File: config.mk
export PLATFORM = sky130hd
export DESIGN_NAME = avg_decimator
export DESIGN_NICKNAME = d
export VERILOG_FILES = /design/src/rtl/avg_decimator_pkg.sv /design/src/rtl/hs_push_port.sv /design/src/rtl/avg_decimator.sv
export SDC_FILE = /design/constraint.sdc
export NUM_CORES = 1
export LEC_CHECK = 0
export BUFFER_PORTS_ARGS = -buffer_cell sky130_fd_sc_hd__buf_2
export CAP_MARGIN = 40
export CORE_MARGIN = 5
export CORE_UTILIZATION = 57
export DETAILED_ROUTE_END_ITERATION = 12
export MAX_ROUTING_LAYER = met4
export PLACE_DENSITY = 0.8
export SLEW_MARGIN = 20
export SYNTH_ARGS = -nofsm -noshare
export SYNTH_HDL_FRONTEND = slang
export SYNTH_SLANG_ARGS = --single-unit
File: constraint.sdc
create_clock -name clk -period 4.2 [get_ports clk]
set_input_delay 0.84 -clock clk [delete_from_list [all_inputs] [get_ports clk]]
set_output_delay 0.84 -clock clk [all_outputs]
set_load 0.05 [all_outputs]
File: src/rtl/avg_decimator_pkg.sv
// Shared handshake state encodings and parameter checks for the averaging decimator
// and the push-port stages built around it.
package avg_decimator_pkg;

  typedef enum logic [1:0] {
    I_REQ  = 2'd0,
    I_RET  = 2'd1,
    I_HOLD = 2'd2
  } in_state_e;

  typedef enum logic [1:0] {
    O_IDLE = 2'd0,
    O_REQ  = 2'd1,
    O_RET  = 2'd2
  } out_state_e;

  localparam int LOG2R_MAX = 8;

  function automatic bit log2r_legal(input int log2r);
    return (log2r >= 0) && (log2r <= LOG2R_MAX);
  endfunction

endpackage

File: src/rtl/hs_push_port.sv
// One-entry output slot driving a 4-phase push handshake; data_out changes only when
// a new value is loaded into the empty slot.
module hs_push_port
  import avg_decimator_pkg::*;
#(
  parameter int DWIDTH = 16
) (
  input  logic              clk,
  input  logic              rst,
  input  logic              load_valid,
  input  logic [0:DWIDTH-1] load_data,
  output logic              load_ready,
  output logic              req_out,
  input  logic              ack_out,
  output logic [0:DWIDTH-1] data_out
);

  out_state_e        state_r;
  logic              req_out_r;
  logic              out_full_r;
  logic [0:DWIDTH-1] data_out_r;
  logic              load_take_s;
  logic              free_s;

  // Slot accepts only when empty; it is freed by the sink's acknowledge.
  always_comb begin
    load_take_s = load_valid && !out_full_r;
    free_s      = (state_r == O_REQ) && ack_out;
  end

  // OUT slot occupancy and held output data.
  always_ff @(posedge clk or negedge rst) begin
    if (!rst) begin
      out_full_r <= 1'b0;
      data_out_r <= '0;
    end else begin
      if (load_take_s) begin
        out_full_r <= 1'b1;
        data_out_r <= load_data;
      end else if (free_s) begin
        out_full_r <= 1'b0;
      end else begin
        out_full_r <= out_full_r;
      end
    end
  end

  // Output FSM; a load into the idle port raises req_out on the same edge.
  always_ff @(posedge clk or negedge rst) begin
    if (!rst) begin
      state_r   <= O_IDLE;
      req_out_r <= 1'b0;
    end else begin
      case (state_r)
        O_IDLE: begin
          if ((out_full_r || load_take_s) && !ack_out) begin
            state_r   <= O_REQ;
            req_out_r <= 1'b1;
          end else begin
            state_r   <= O_IDLE;
            req_out_r <= 1'b0;
          end
        end
        O_REQ: begin
          if (ack_out) begin
            state_r   <= O_RET;
            req_out_r <= 1'b0;
          end else begin
            state_r   <= O_REQ;
            req_out_r <= 1'b1;
          end
        end
        O_RET: begin
          req_out_r <= 1'b0;
          if (!ack_out) begin
            state_r <= O_IDLE;
          end else begin
            state_r <= O_RET;
          end
        end
        default: begin
          state_r   <= O_IDLE;
          req_out_r <= 1'b0;
        end
      endcase
    end
  end

  assign load_ready = !out_full_r;
  assign req_out    = req_out_r;
  assign data_out   = data_out_r;

endmodule

File: src/rtl/avg_decimator.sv
// Boxcar-average decimator: pulls signed samples over a 4-phase handshake and pushes
// one rounded (or floored) average per block of 2^LOG2R samples.
module avg_decimator
  import avg_decimator_pkg::*;
#(
  parameter int DWIDTH = 16,
  parameter int LOG2R  = 2,
  parameter int ROUND  = 1
) (
  input  logic                     clk,
  input  logic                     rst,
  output logic                     req_in,
  input  logic                     ack_in,
  input  logic signed [0:DWIDTH-1] data_in,
  output logic                     req_out,
  input  logic                     ack_out,
  output logic signed [0:DWIDTH-1] data_out
);

  localparam int AW  = DWIDTH + LOG2R;
  localparam int CW  = LOG2R + 1;
  localparam int R   = 1 << LOG2R;
  localparam int RND = (ROUND != 0 && LOG2R > 0) ? (1 << ((LOG2R > 0) ? LOG2R - 1 : 0)) : 0;

  if (!log2r_legal(LOG2R)) begin : g_bad_log2r
    $error("avg_decimator: LOG2R must be in 0..8");
  end

  in_state_e                in_state_r;
  logic                     req_in_r;
  logic signed [AW-1:0]     acc_r;
  logic        [CW-1:0]     cnt_r;
  logic        [0:DWIDTH-1] sum_r;
  logic                     sum_valid_r;

  logic                     capture_s;
  logic                     block_end_s;
  logic signed [AW:0]       sum_wide_s;
  logic        [0:DWIDTH-1] avg_s;
  logic                     load_ready_s;
  logic                     move_s;
  logic                     sum_valid_next_s;

  // Block-end arithmetic; the widened sum cannot overflow and the shifted result fits DWIDTH.
  always_comb begin
    capture_s        = (in_state_r == I_REQ) && ack_in;
    block_end_s      = capture_s && (cnt_r == CW'(R - 1));
    sum_wide_s       = (AW+1)'(acc_r) + (AW+1)'(data_in) + (AW+1)'(RND);
    avg_s            = DWIDTH'(sum_wide_s >>> LOG2R);
    move_s           = sum_valid_r && load_ready_s;
    sum_valid_next_s = block_end_s ? 1'b1 : (move_s ? 1'b0 : sum_valid_r);
  end

  // Accumulator and in-block sample counter.
  always_ff @(posedge clk or negedge rst) begin
    if (!rst) begin
      acc_r <= '0;
      cnt_r <= '0;
    end else if (block_end_s) begin
      acc_r <= '0;
      cnt_r <= '0;
    end else if (capture_s) begin
      acc_r <= acc_r + AW'(data_in);
      cnt_r <= cnt_r + CW'(1);
    end else begin
      acc_r <= acc_r;
      cnt_r <= cnt_r;
    end
  end

  // SUM slot: loaded at block end, freed when handed to the output port.
  always_ff @(posedge clk or negedge rst) begin
    if (!rst) begin
      sum_r       <= '0;
      sum_valid_r <= 1'b0;
    end else begin
      sum_valid_r <= sum_valid_next_s;
      if (block_end_s) begin
        sum_r <= avg_s;
      end else begin
        sum_r <= sum_r;
      end
    end
  end

  // Input FSM; reset parks in I_HOLD so req_in rises on the first edge after release.
  always_ff @(posedge clk or negedge rst) begin
    if (!rst) begin
      in_state_r <= I_HOLD;
      req_in_r   <= 1'b0;
    end else begin
      case (in_state_r)
        I_REQ: begin
          if (ack_in) begin
            in_state_r <= I_RET;
            req_in_r   <= 1'b0;
          end else begin
            in_state_r <= I_REQ;
            req_in_r   <= 1'b1;
          end
        end
        I_RET: begin
          if (!ack_in && sum_valid_next_s) begin
            in_state_r <= I_HOLD;
            req_in_r   <= 1'b0;
          end else if (!ack_in) begin
            in_state_r <= I_REQ;
            req_in_r   <= 1'b1;
          end else begin
            in_state_r <= I_RET;
            req_in_r   <= 1'b0;
          end
        end
        I_HOLD: begin
          if (!sum_valid_r) begin
            in_state_r <= I_REQ;
            req_in_r   <= 1'b1;
          end else begin
            in_state_r <= I_HOLD;
            req_in_r   <= 1'b0;
          end
        end
        default: begin
          in_state_r <= I_HOLD;
          req_in_r   <= 1'b0;
        end
      endcase
    end
  end

  hs_push_port #(
    .DWIDTH(DWIDTH)
  ) u_push (
    .clk       (clk),
    .rst       (rst),
    .load_valid(sum_valid_r),
    .load_data (sum_r),
    .load_ready(load_ready_s),
    .req_out   (req_out),
    .ack_out   (ack_out),
    .data_out  (data_out)
  );

  assign req_in = req_in_r;

endmodule
Yosys cells after proc, flatten, opt, wreduce, memory -nomap -nowiden
Index checks and enable logic that the tools add are counted.
{ "word_totals": {"regBits": 61, "in_bits": 20, "out_inout_bits": 18} }
{ "op_classes": {"addsub": 4, "eq_ne": 5, "muxes": 23, "n_reduce_logical": 14} }
{ "op_table": {"columns": ["op", "n"], "rows": [
  ["$add 18x16->18", 2],
  ["$mux 18", 2],
  ["$add 18x3->18 const B", 1],
  ["$pmux 2 s3", 2],
  ["$mux 1", 11],
  ["$mux 2", 4],
  ["$logic_and 1x1->1", 6],
  ["$mux 3", 2],
  ["$eq 2x1->1 const B", 2],
  ["$eq 2x2->1 const B", 2],
  ["$logic_not 2->1", 2],
  ["$reduce_bool 2->1", 2],
  ["$add 3x1->3 const B", 1],
  ["$eq 3x2->1 const B", 1],
  ["$logic_not 1->1", 3],
  ["$pmux 1 s3", 1],
  ["$pmux 1 s2", 1],
  ["$logic_or 1x1->1", 1]
]} }

Depth between registers and ports, before layout
{ "depth": {"word_depth": 7, "mapped_depth": 12} }

Cells and area by module
A second synthesis with hierarchy kept.
{ "unflattened": {"cells_unflattened": 417, "hier_area_um2": 4214.0} }
{ "by_module_without_submodules": {"columns": ["module", "instances", "cells_each", "area_each_um2", "seq_area_each_um2"], "rows": [
  ["avg_decimator", 1, 369, 3408.3, 1027.2],
  ["hs_push_port", 1, 48, 805.8, 500.5]
]} }

Least setup slack after synthesis
No wires, ideal clock.
{ "synth_timing": {"path_kind": "input port to flip-flop", "start": "input port data_in[14] in the netlist's numbering", "end": "register sum_r[0] in the netlist's numbering", "setup_time_ps": 124, "arrival_time_ps": 3257, "required_time_ps": 4076, "setup_slack_ps": 820, "cell_stages": 12, "path_buffers": 0, "path_cell_list": "inv_1 -> ha_1 -> inv_1 -> ha_1 -> inv_1 -> fa_1 -> o21ba_1 -> or3_4 -> a21boi_4 -> a31oi_4 -> or3_1 -> a211o_1"} }
{ "synth_between": {"elab_chain_len": 2} }
{ "synth_rtl": {"columns": ["element", "line_no", "rtl"], "rows": [
  ["start, declared", "avg_decimator.sv:14", "input logic signed [0:DWIDTH-1] data_in,"],
  ["$add 18x16->18", "avg_decimator.sv:48", "sum_wide_s = (AW+1)'(acc_r) + (AW+1)'(data_in) + (AW+1)'(RND);"],
  ["$add 18x3->18", "avg_decimator.sv:48", null],
  ["end signal, assigned", "avg_decimator.sv:79", "sum_r <= avg_s;"],
  ["end signal, assigned", "avg_decimator.sv:81", "sum_r <= sum_r;"],
  ["end, declared", "avg_decimator.sv:33", "logic [0:DWIDTH-1] sum_r;"]
]} }
No other way between the ends.
A chain may end at the register's enable or synchronous reset.

Final worst setup path
Ends and elaborated chain as after synthesis.

==> results.json <==
{
  "cp-start-kind": "input pin",
  "r2r-start": "acc_r[1]",
  "power.leakage_nw": 2.29,
  "setup_ws_ps": 845,
  "syn-num-nets": 496,
  "synth.avg_cell_area_um2": 9.84,
  "dr.pass1.iters": 4,
  "via_count": 3271,
  "r2r_slack_ps": 1050,
  "dp.cells": 554,
  "grt_pass1_wl_mm": 15.5,
  "setup_viol": 0,
  "wl_per_cell_um": 15.9,
  "arrival_ps": 3600,
  "grtUsageTotal": 0.228,
  "initial_core_util": 0.582,
  "cts-root-buf": "clkbuf_8",
  "rows": 31,
  "cts.clk_slew.worst_paths_ps": 80,
  "synth-seq-cells": 61,
  "ys.warnings.count": 0,
  "synth.distinct_cells": 60,
  "io_buffer_count": 37,
  "crit_end": "sum_r[0]",
  "synth_edf_count": 0,
  "fin_crit_sh": 0.799,
  "clock_sinks": 61,
  "antenna_cells": 0,
  "min_path_cells": 2,
  "hp-class": "reg -> reg",
  "cts_buffers": 9,
  "htreeDepth": 3,
  "wl_met3_um": 419,
  "peakVddDrop_mv": 0.337,
  "min_period_ps": 3350,
  "r2r-end": "sum_r[0]",
  "worst_slew_pin_slew_ps": 819,
  "routed_wirelength_mm": 9.05,
  "ant_nets": 0,
  "setup.worst_path.end_class": "flop",
  "area_growth_pct": 13.1,
  "ctsHoldBuffers": 0,
  "rsz0062_at_grt": "no",
  "highest_layer": "met4",
  "cts_setup_buffers": 0,
  "fp.dieW_um": 95.6,
  "outcome": "completed",
  "floorplan.die_area_um2": 9130,
  "ff2ff_path_depth": 12,
  "grt_pass1_vias": 3302,
  "fin_cells": 570,
  "criticalPathCategory": "in -> reg",
  "drtIter0Drc": 78,
  "dpl_worst_slack_ps": 487,
  "worstPathRequired_ps": 4440,
  "nets": 538,
  "syn_area_um2": 4170,
  "cap_violations": 0,
  "cts_resized": 0,
  "hold_viol": 0,
  "max_freq_mhz": 298,
  "clkLatencyLatePin_ps": 350,
  "cts_tree": "yes",
  "cts_buffer_depth": 2,
  "synthArstFlopShare": 1.00,
  "drv_slew": 0,
  "globalRouteOverflowTotal": 0,
  "final.setup.tns_ps": 0,
  "drc_errors": 0,
  "die_h_um": 95.6,
  "clock_skew_ps": 14.4,
  "worstHoldStart": "sum_r[7]",
  "viasPerCell": 5.74,
  "hpwl_mm": 6.76,
  "place_congestion": 0.891,
  "antenna_found_initial": 0,
  "yosysSeqAreaShare": 0.366,
  "critPathMaxFanout": 5,
  "cp-startpoint": "data_in[14]",
  "timing.slew.headroom": 0.449,
  "ioPinCount": 38,
  "drive_gt1_frac": 0.185,
  "grt_max_degree": 34,
  "wl_met2_mm": 4.47,
  "wl_met1_mm": 3.97,
  "powerDensity_nw_per_um2": 806,
  "syn_inst": 424,
  "ys.flop_type": "dfrtp_1",
  "core_area_um2": 7180
}
## logic make-up after synthesis
| family | synth area share |
|---|---|
| AOI/OAI and AO/OA | 0.164 |
| xor gates and xnor gates | 0.0504 |
| adders and majority gates | 0.185 |
| buffers and inverters | 0.0345 |
| DFF | 0.366 |
| muxes | 0.0480 |
| and+or+nand+nor | 0.152 |
## layer usage
layer / vias to the layer above / global-route usage
met2: 94 / 0.376
met1: 1582 / 0.280
li1: 1575 / -
met4: 0 / 0.0912
met5: - / -
met3: 20 / 0.0363
## metrics by stage
stage,cell area (um^2),power (mW),hold slack (ps),util
CTS,4720,3.80,486,0.658
detailed placement,4470,3.12,467,0.623
floorplan,4170,2.65,439,-
global route,4720,4.09,498,0.658
finish,4720,3.80,479,0.658
global placement,4470,3.04,461,0.623
## placed cells by master (no fill, tap or decap), types with 4 or more instances in the layout
cell type / n
nand2_1: 54
nor3_1: 11
ha_1: 36
nor2_1: 18
nand3_1: 6
nand2b_1: 7
dfrtp_1: 60
a21oi_1: 22
o21bai_1: 4
clkbuf_8: 9
a31oi_1: 5
o21ai_0: 31
xnor2_1: 14
o31ai_1: 8
a21o_1: 4
xor2_1: 10
buf_2: 37
nor2b_1: 6
buf_4: 4
mux2_2: 16
fa_1: 16
inv_1: 28
## power by group
| group | internal [mW] | switching [mW] |
|---|---|---|
| logic | 0.856 | 1.28 |
| registers | 0.839 | 0.171 |
| clock network | 0.397 | 0.259 |
| total | 2.09 | 1.71 |
## worst min-delay path by stage
stage	end	slack, ps
after CTS	sum_r[7]	490
final	sum_r[7]	480
after global routing	sum_r[7]	500
after floorplan	sum_r[1]	440
after detailed placement	sum_r[1]	470
after global placement	cnt_r[1]	460
## layout make-up
class	instances	area (um^2)
Clock buffer	9	124
Clock inverter	7	123
Fill cell	561	2460
Inverter	28	105
Multi-Input combinational cell	325	2500
Sequential cell	61	1530
Tap cell	99	124
Timing Repair Buffer	41	215
## flip-flops by register name, summed over array words and instances, names as in the netlist, 2 cells and up
name             count
acc_r               18
sum_r               16
u_push.data_out     16
cnt_r                3
in_state_r           2
u_push.state_r       2
## worst max-delay path, stage by stage
cell	delay, ps
buf_2	110
inv_1	50
ha_1	290
inv_1	70
ha_1	150
inv_1	60
fa_1	420
o21ba_1	220
or3_4	380
a21boi_4	220
a31oi_4	150
or3_1	380
a211o_1	250
## cells in the mapped netlist, types with 4 or more instances
cell type | number | area share
nand3_1 | 6 | 0.0072
nand2_1 | 54 | 0.049
a21o_1 | 4 | 0.0072
o21bai_1 | 4 | 0.0072
o21ai_0 | 31 | 0.037
a21oi_1 | 22 | 0.026
a31oi_1 | 5 | 0.0075
fa_1 | 16 | 0.077
o31ai_1 | 8 | 0.014
nor3_1 | 11 | 0.013
mux2_2 | 16 | 0.043
nand2b_1 | 7 | 0.010
inv_1 | 28 | 0.025
xor2_1 | 10 | 0.021
dfrtp_1 | 60 | 0.36
xnor2_1 | 14 | 0.029
clkbuf_1 | 7 | 0.0063
nor2_1 | 18 | 0.016
ha_1 | 36 | 0.11
nor2b_1 | 6 | 0.0090
Note: power is estimated with default switching activity, not from simulation.
